===== config.mk =====
export PLATFORM = sky130hd
export DESIGN_NAME = axi_fft_master
export DESIGN_NICKNAME = d
export VERILOG_FILES = /design/src/rtl/axi_fft_master.sv
export SDC_FILE = /design/constraint.sdc
export NUM_CORES = 1
export LEC_CHECK = 0
export CORE_UTILIZATION = 35
export DETAILED_ROUTE_END_ITERATION = 16
export HOLD_SLACK_MARGIN = 0.05
export PLACE_DENSITY_LB_ADDON = 0.2
export SYNTH_ARGS = -nofsm -noshare
export SYNTH_HDL_FRONTEND = slang
export SYNTH_SLANG_ARGS = --single-unit

===== constraint.sdc =====
create_clock -name i_clk -period 3.6 [get_ports i_clk]
set_clock_uncertainty 0.2 [all_clocks]
set_input_delay 0.36 -clock i_clk [delete_from_list [all_inputs] [get_ports i_clk]]
set_output_delay 0.36 -clock i_clk [all_outputs]
set_load 0.01 [all_outputs]

===== src/rtl/axi_fft_master.sv =====
// axi_fft_master
// AXI initiator for the FFT AXI bridge. Each accepted start pushes one INCR
// burst of 16-bit samples over AW/W/B, then fetches one INCR burst of results
// over AR/R.
//
// Ports
//   i_clk, i_rst          clock (rising edge), synchronous active-high reset
//   i_START               start pulse, sampled only while idle
//   i_BASE_ADDR, i_LEN    byte address and beats-1, shared by both bursts
//   i_S_DATA/VALID,
//   o_S_READY             sample stream in, passed straight onto W
//   o_M_DATA/VALID,
//   i_M_READY             result stream out, passed straight from R
//   AW/W/B, AR/R          AXI initiator channels
//   o_BUSY                high whenever a transaction pair is in flight
//   o_DONE                one-cycle completion pulse
//   o_ERR                 sticky response/framing error, cleared on start
module axi_fft_master #(
  parameter int                    DATA_WIDTH = 32,
  parameter int                    ID_W_WIDTH = 2,
  parameter int                    ID_R_WIDTH = 2,
  parameter logic [2:0]            AXSIZE     = 3'd1,
  parameter logic [ID_W_WIDTH-1:0] W_ID       = 2'd1,
  parameter logic [ID_R_WIDTH-1:0] R_ID       = 2'd2
) (
  input  logic                  i_clk,
  input  logic                  i_rst,
  input  logic                  i_START,
  input  logic [11:0]           i_BASE_ADDR,
  input  logic [7:0]            i_LEN,
  input  logic [15:0]           i_S_DATA,
  input  logic                  i_S_VALID,
  output logic                  o_S_READY,
  output logic [DATA_WIDTH-1:0] o_M_DATA,
  output logic                  o_M_VALID,
  input  logic                  i_M_READY,
  output logic [11:0]           o_AWADDR,
  output logic [7:0]            o_AWLEN,
  output logic [2:0]            o_AWSIZE,
  output logic [1:0]            o_AWBURST,
  output logic [ID_W_WIDTH-1:0] o_AWID,
  output logic                  o_AWVALID,
  input  logic                  i_AWREADY,
  output logic [15:0]           o_WDATA,
  output logic [1:0]            o_WSTRB,
  output logic                  o_WLAST,
  output logic                  o_WVALID,
  input  logic                  i_WREADY,
  input  logic                  i_BVALID,
  input  logic [ID_W_WIDTH-1:0] i_BID,
  output logic                  o_BREADY,
  output logic [11:0]           o_ARADDR,
  output logic [7:0]            o_ARLEN,
  output logic [2:0]            o_ARSIZE,
  output logic [1:0]            o_ARBURST,
  output logic [ID_R_WIDTH-1:0] o_ARID,
  output logic                  o_ARVALID,
  input  logic                  i_ARREADY,
  input  logic [DATA_WIDTH-1:0] i_RDATA,
  input  logic [ID_R_WIDTH-1:0] i_RID,
  input  logic                  i_RLAST,
  input  logic                  i_RVALID,
  output logic                  o_RREADY,
  output logic                  o_BUSY,
  output logic                  o_DONE,
  output logic                  o_ERR
);

  typedef enum logic [2:0] {
    S_IDLE = 3'd0,
    S_AW   = 3'd1,
    S_W    = 3'd2,
    S_B    = 3'd3,
    S_AR   = 3'd4,
    S_R    = 3'd5,
    S_DONE = 3'd6
  } state_t;

  state_t      r_state;
  state_t      w_next;
  logic [7:0]  r_beat;
  logic [7:0]  w_beat_next;
  logic [11:0] r_addr;
  logic [7:0]  r_len;
  logic        r_err;
  logic        w_err_next;
  logic        w_last;

  // The same beat counter frames both bursts; it is cleared between them.
  assign w_last = (r_beat == r_len);

  // State, beat counter and sticky error; address/length latched on start.
  always_ff @(posedge i_clk) begin
    if (i_rst) begin
      r_state <= S_IDLE;
      r_beat  <= 8'd0;
      r_addr  <= 12'd0;
      r_len   <= 8'd0;
      r_err   <= 1'b0;
    end else begin
      r_state <= w_next;
      r_beat  <= w_beat_next;
      r_err   <= w_err_next;
      if ((r_state == S_IDLE) && i_START) begin
        r_addr <= i_BASE_ADDR;
        r_len  <= i_LEN;
      end else begin
        r_addr <= r_addr;
        r_len  <= r_len;
      end
    end
  end

  // Next-state logic and per-state channel drive.
  always_comb begin
    w_next      = r_state;
    w_beat_next = r_beat;
    w_err_next  = r_err;
    o_AWVALID   = 1'b0;
    o_WVALID    = 1'b0;
    o_S_READY   = 1'b0;
    o_WDATA     = 16'h0000;
    o_WLAST     = 1'b0;
    o_BREADY    = 1'b0;
    o_ARVALID   = 1'b0;
    o_RREADY    = 1'b0;
    o_M_VALID   = 1'b0;
    o_M_DATA    = {DATA_WIDTH{1'b0}};
    o_DONE      = 1'b0;
    case (r_state)
      S_IDLE: begin
        if (i_START) begin
          w_next      = S_AW;
          w_beat_next = 8'd0;
          w_err_next  = 1'b0;
        end else begin
          w_next = S_IDLE;
        end
      end
      S_AW: begin
        o_AWVALID = 1'b1;
        if (i_AWREADY) begin
          w_next = S_W;
        end else begin
          w_next = S_AW;
        end
      end
      S_W: begin
        // The source handshake is forwarded onto W, so a stalled source
        // simply leaves a gap between beats.
        o_WVALID  = i_S_VALID;
        o_S_READY = i_WREADY;
        o_WDATA   = i_S_DATA;
        o_WLAST   = w_last;
        if (i_S_VALID && i_WREADY) begin
          if (w_last) begin
            w_next      = S_B;
            w_beat_next = 8'd0;
          end else begin
            w_beat_next = r_beat + 8'd1;
          end
        end else begin
          w_next = S_W;
        end
      end
      S_B: begin
        o_BREADY = 1'b1;
        if (i_BVALID) begin
          w_next = S_AR;
          if (i_BID != W_ID) begin
            w_err_next = 1'b1;
          end else begin
            w_err_next = r_err;
          end
        end else begin
          w_next = S_B;
        end
      end
      S_AR: begin
        o_ARVALID = 1'b1;
        if (i_ARREADY) begin
          w_next = S_R;
        end else begin
          w_next = S_AR;
        end
      end
      S_R: begin
        o_RREADY  = i_M_READY;
        o_M_VALID = i_RVALID;
        o_M_DATA  = i_RDATA;
        if (i_RVALID && i_M_READY) begin
          // RLAST must coincide with the expected final beat; either side
          // arriving alone ends the burst but flags an error.
          if ((i_RID != R_ID) || (i_RLAST != w_last)) begin
            w_err_next = 1'b1;
          end else begin
            w_err_next = r_err;
          end
          if (i_RLAST || w_last) begin
            w_next      = S_DONE;
            w_beat_next = 8'd0;
          end else begin
            w_beat_next = r_beat + 8'd1;
          end
        end else begin
          w_next = S_R;
        end
      end
      S_DONE: begin
        o_DONE = 1'b1;
        w_next = S_IDLE;
      end
      default: begin
        w_next      = S_IDLE;
        w_beat_next = 8'd0;
      end
    endcase
  end

  assign o_AWADDR  = r_addr;
  assign o_AWLEN   = r_len;
  assign o_AWSIZE  = AXSIZE;
  assign o_AWBURST = 2'b01;
  assign o_AWID    = W_ID;
  assign o_WSTRB   = 2'b11;
  assign o_ARADDR  = r_addr;
  assign o_ARLEN   = r_len;
  assign o_ARSIZE  = AXSIZE;
  assign o_ARBURST = 2'b01;
  assign o_ARID    = R_ID;
  assign o_BUSY    = (r_state != S_IDLE);
  assign o_ERR     = r_err;

endmodule


==> results of run 1 <==
[layout by cell type, fill, tap and decap left out, types with 2 or more instances in the layout]
cell,n
a211oi_1,3
a21oi_1,27
a311oi_1,2
and2_1,55
and3_1,3
buf_4,3
clkbuf_8,7
clkdlybuf4s50_1,181
conb_1,16
dfxtp_1,32
ha_1,2
inv_1,5
nand2_1,54
nand2b_1,6
nand3_1,6
nor2_1,14
nor3_1,3
nor4_4,2
o21ai_0,2
o21ai_1,5
o22a_1,2
o311ai_1,4
o32ai_1,2
or3_1,2
xor2_1,8
[cells by family (layout without fill, tap and decap cells)]
kind of cell,Yosys count,after routing,share of synthesized area [%]
other,2,16,0.3291
muxes,1,1,0.4386
xor gates and xnor gates,8,8,3.070
buffers and inverters,57,196,15.52
AOI/OAI and AO/OA,57,57,16.01
and+or+nand+nor,152,152,35.47
DFF,32,32,28.07
adders and majority gates,2,2,1.096
[routing by layer]
metal	track usage (%)	wire [um]	share of wire, %	vias to the layer above
met1	23.99	2928	42	1132
met3	5.385	439	6.3	9
li1	-	-	-	1281
met4	4.483	79	1.1	0
met5	0	0	0	-
met2	34.43	3501	50	92
[critical path: stages (launching register included)]
cell and delay (ns):
dfxtp_1 0.63, and3b_1 0.32, buf_4 0.30, and2_1 0.17, clkdlybuf4s50_1 0.56
[power breakdown]
group	internal [uW]	leakage [uW]	switching, uW
sequential	375	0.000261	24.6
combinational	204	0.00127	146
clock	170	0.0000503	130
[registers in the layout, indices dropped and copies added, names as in the netlist]
name / cells
o_ERR: 1
r_state: 3
r_beat: 8
o_ARLEN: 8
o_ARADDR: 12
[final cells by class]
cell class	instances	area [um^2]	area share [%]
Clock buffer	7	96.34	2.390
Inverter	5	18.77	0.4655
Multi-Input combinational cell	236	1345	33.36
Sequential cell	32	640.6	15.89
Tap cell	77	96.34	2.390
Timing Repair Buffer	184	1834	45.50
[per-stage QoR]
stage	total power, uW	hold slack [ns]	util (%)	instance area, um^2	worst slack [ns]
global route	1114	0.2921	63.85	4031	0.6068
CTS	1060	0.2790	63.85	4031	0.7351
floorplan	588.7	0.2650	-	2335	1.309
detailed placement	758.2	0.2678	62.33	3935	1.040
finish	1051	0.2772	63.85	4031	0.7728
global placement	753.5	0.2565	62.33	3935	1.115
[worst max path at each step]
| stage | startpoint | endpoint | slack (ns) |
|---|---|---|---|
| floorplan | o_ARLEN[6] | o_ERR | 1.31 |
| global placement | r_state[2] | o_M_DATA[28] | 1.11 |
| detailed placement | r_state[2] | o_M_DATA[19] | 1.04 |
| CTS | r_state[2] | o_M_DATA[19] | 0.74 |
| global route | r_state[2] | o_M_DATA[30] | 0.61 |
| finish | r_state[2] | o_M_DATA[19] | 0.77 |
==> results by group, run 1 <==
Floorplan
  • # IOs: 198
  • Die Span Y: 82.75 um
  • Die width: 82.75 um
  • Starting Density: 36.15%
  • Core Region: 0.006314 mm^2
  • Std-Cell Rows: 29
  • Die area: 0.006848 mm^2

Synthesis
  • Post-synth ARST share: 0%
  • Most frequent cell after synthesis: and2_1
  • Mapped Cells: 311
  • Synth area leader: dfxtp_1
  • Synth cell count leaders: and2_1 (55), nand2_1 (54), buf_4 (36)
  • Count of cell types in the netlist: 43
  • Top FF cell, synth: dfxtp_1
  • Yosys top cell area share: 28.07%
  • Sequential area share after synthesis: 28.07%
  • #FFs+latches synth: 32
  • Synth area leaders: dfxtp_1 (28%), and2_1 (15%), buf_4 (12%), nand2_1 (8.9%), a21oi_1 (5.9%)
  • Mapped cell area: 0.002282 mm^2
  • Number of synthesized flops with an enable pin: 0
  • Mean area per synthesized cell: 7.338 um^2
  • Yosys warnings: 0

Clocking
  • Post_cts resized: 0
  • TritonCTS clock tree: done
  • Number of H-tree levels: 2
  • Postcts setup bufs: 0
  • Clock Root Buffer: clkbuf_8
  • Sink Count: 32
  • Clk buf depth: 2
  • CTS Buf Count: 5
  • Clk Latency, worst-skew pair: 0.28 ns
  • Reg clk slew, reported paths: 0.07 ns
  • CTS Hold Bufs: 0

Setup path
  • Critical path endpoint category: output pin
  • Worst Reg-to-Reg Cells: 9
  • Worst setup SP type: flop
  • Crit-path max FO: 35
  • CP Class: flop to output pin
  • Reg2Reg Capture Point: o_ERR
  • Crit path required time: 3.04 ns
  • Worst path arrival time: 2.27 ns
  • FF-to-FF Start: r_beat[4]
  • R2R setup slack: 1.16 ns

Finish
  • Diodes inserted: 0
  • Fillers: 557
  • Nets: 549
  • Share of layout cells above drive strength 1: 3.664%
  • Synth-to-Final Area Change: 76.64%
  • Layout Cells excl Fill: 541

Timing
  • Slew Viols, Final: 0
  • Fin Setup TNS: 0 ns
  • Min Tclk post-route: 2.827 ns
  • Final setup fails: 0
  • FMAX: 353.7 MHz
  • Final Hold Violating Endpoints: 0
  • Period utilization: 78.53%
  • Slew HR: 52.15%
  • RSZ-0062 raised after global routing: false
  • Worst slew pin tran: 0.7178 ns

Drt
  • Avg WL per Cell: 12.84 um
  • Drt first pass iters: 4
  • DR vias/cell: 4.647
  • Drt total wl: 6.948 mm
  • Vias post-DR: 2,514
  • Antenna viol nets, final: 0
  • Iteration-0 DRC Markers: 90
  • # DRC: 0

Global route
  • Largest net degree at the start of global routing: 36
  • Gr usage total: 19.76%
  • Number of global-route vias before repair: 2,160
  • First-pass GRT wire length: 10.36 mm
  • Initial antenna violation count: 0
  • Total grt overflow: 0

Worst hold path
  • Hold Crit Depth: 2
  • Hold Crit Endpoint: o_ARADDR[9]
  • Hold WC Path Type: flop to flop
  • Hold path start: o_ARADDR[9]

Placement
  • PortBufs: 181
  • DP HPWL: 5.439 mm
  • Placer Congestion: 0.8313
  • Inst Count DP: 534

Power
  • Worst IR Drop VDD: 0.0002359 V
  • Leakage: 0.001581 uW
  • Power Dens Cells: 260.6 mW/mm^2

Run
  • Number of max-cap violations: 0

Status
  • Status: completed
No activity file was read; power rests on OpenSTA's default activity.
==> inputs of run 2 (changes only) <==
--- a/config.mk
+++ b/config.mk
@@ -5,7 +5,7 @@
 export SDC_FILE = /design/constraint.sdc
 export NUM_CORES = 1
 export LEC_CHECK = 0
-export CORE_UTILIZATION = 35
+export CORE_UTILIZATION = 29
 export DETAILED_ROUTE_END_ITERATION = 16
 export HOLD_SLACK_MARGIN = 0.05
 export PLACE_DENSITY_LB_ADDON = 0.2
==> constraint.sdc (replaced) <==
create_clock -name i_clk -period 2.6 [get_ports i_clk]
set_clock_uncertainty 0.2 [all_clocks]
set_input_delay 0.26 -clock i_clk [delete_from_list [all_inputs] [get_ports i_clk]]
set_output_delay 0.26 -clock i_clk [all_outputs]
set_load 0.01 [all_outputs]
==> run 2 against run 1 <==
Against the previous run:
- die area grew 20%
- setup slack got worse by 0.64 ns
- total power increased by 46%
- sequential share of layout area decreased by 0.36 points
- sequential cell count did not move
- worst hold slack got worse by 0.0087 ns
- global-route usage decreased by 1.8 points
- register-to-register slack worse by 0.85 ns
==> results by group, run 2 (synthesized netlist as in run 1, its figures left out) <==
Drt
  • Drt first pass iters: 4
  • Avg WL per Cell: 12.87 um
  • Vias post-DR: 2,520
  • Max Used Layer: met4
  • Met1 Wirelength: 3.094 mm
  • Iteration-0 DRC Markers: 87
  • Antenna viol nets, final: 0
  • Met2 wire len: 3.742 mm
  • # DRC: 0
  • Drt total wl: 7.348 mm
  • DR vias/cell: 4.413
  • Routed length on met3: 434 um

Setup path
  • Critical Path Max Stage Delay: 0.57 ns
  • CP Cell Sequence: xor2_1 > nor4_4 > nand2_4 > nor2_1 > clkdlybuf4s50_1
  • R2R setup slack: 0.31 ns
  • Critical path endpoint category: output pin
  • Worst path arrival time: 2.00 ns
  • Slowest-stage cell, CP: clkdlybuf4s50_1
  • Crit-path max FO: 5
  • CP Class: flop to output pin
  • Worst setup SP type: flop
  • Crit path required time: 2.14 ns

Timing
  • Period utilization: 94.77%
  • Worst slew pin tran: 0.7122 ns
  • Slew Viols, Final: 0
  • Slew HR: 52.41%
  • Fin Setup TNS: 0 ns
  • Hold WS: 0.2685 ns
  • Final Hold Violating Endpoints: 0
  • RSZ-0062 raised after global routing: false
  • Min Tclk post-route: 2.464 ns
  • FMAX: 405.8 MHz
  • Final setup margin: 0.1359 ns
  • Final setup fails: 0

Floorplan
  • Starting Density: 30.65%
  • Die Span Y: 90.71 um
  • Core Region: 0.007447 mm^2
  • Die width: 90.71 um
  • Die area: 0.008228 mm^2
  • # IOs: 198
  • Std-Cell Rows: 31

Global route
  • First-pass GRT wire length: 12.03 mm
  • Initial antenna violation count: 0
  • Total grt overflow: 0
  • Gr usage total: 17.97%
  • Largest net degree at the start of global routing: 25
  • Number of global-route vias before repair: 2,484

Finish
  • Synth-to-Final Area Change: 80.76%
  • Multi-input combinational cell area: 0.001348 mm^2
  • Nets: 556
  • Number of flip-flops in the largest register: 12
  • Layout Cells excl Fill: 571
  • Most frequent cells in the layout: clkdlybuf4s50_1 (181), and2_1 (55), nand2_1 (54)
  • Leading cell type in the layout, fill and taps excluded: clkdlybuf4s50_1
  • Share of layout cells above drive strength 1: 5.297%
  • Fillers: 725
  • Diodes inserted: 0
  • Register area: 640.6 um^2

Clocking
  • Sink Count: 32
  • Postcts setup bufs: 0
  • Reg clk slew, reported paths: 0.07 ns
  • Clk Latency, worst-skew pair: 0.29 ns
  • TritonCTS clock tree: done
  • Clock Root Buffer: clkbuf_8
  • CTS Buf Count: 5
  • Clk buf depth: 2
  • Number of H-tree levels: 2

Placement
  • Worst slack, placed: 0.2987 ns
  • DP HPWL: 5.866 mm
  • Inst Count DP: 563
  • PortBufs: 181
  • Placer Congestion: 0.8408

Run
  • Number of max-cap violations: 0

Power
  • Total chip power: 1536 uW
  • Leakage: 0.001621 uW
  • Power Dens Cells: 372.2 mW/mm^2
  • Worst IR Drop VDD: 0.0003009 V

Worst hold path
  • Hold WC Path Type: flop to flop

Status
  • Status: completed
==> run 2: worst max-delay path: cells and delay by family, from the launching register on <==
| family | cells | cell delay, ns |
|---|---|---|
| XOR/XNOR | 1 | 0.20 |
| AND/OR/NAND/NOR | 3 | 0.57 |
| flip-flops | 1 | 0.36 |
| buffers and inverters | 1 | 0.57 |
==> run 2: worst paths after layout <==
kind | from | end | depth (start not counted)
hold / removal | o_ARADDR[5] | o_ARADDR[5] | 2
setup / recovery | r_beat[0] | o_WLAST | 5
hold reg to reg | o_ARADDR[5] | o_ARADDR[5] | 2
setup reg to reg | r_beat[0] | o_ERR | 9
==> run 2: metrics by stage <==
step / util, % / area [um^2]
floorplan: - / 2335
global placement: 53.91 / 4015
detailed placement: 53.91 / 4015
CTS: 55.36 / 4123
global route: 55.39 / 4125
finish: 55.39 / 4125
==> run 2: final cells by class <==
class,instances,area share [%]
multi-input combinational,236,32.67
clock buffer,6,1.759
clock inverter,2,0.8493
tap,99,3.003
timing repair buffer,191,45.74
sequential,32,15.53
inverter,5,0.4550
==> run 2: timing repair <==
action / 4_1_cts / 5_1_grt
endpoints found under the setup margin: 0 / 1
hold buffers: 0 / 0
resized for setup: 0 / 1
==> run 2: per-layer routing <==
metal,vias up,global-route usage (%)
met5,-,0
met4,0,4.435
met3,10,4.293
met2,90,31.63
met1,1125,21.78
li1,1295,-
==> run 2: where the power goes <==
part	internal (uW)	total (uW)	leakage [uW]	switching [uW]
clock	284	478	0.0000552	194
combinational	297	513	0.00130	216
sequential	519	545	0.000261	25.7
total	1100	1540	0.00162	436
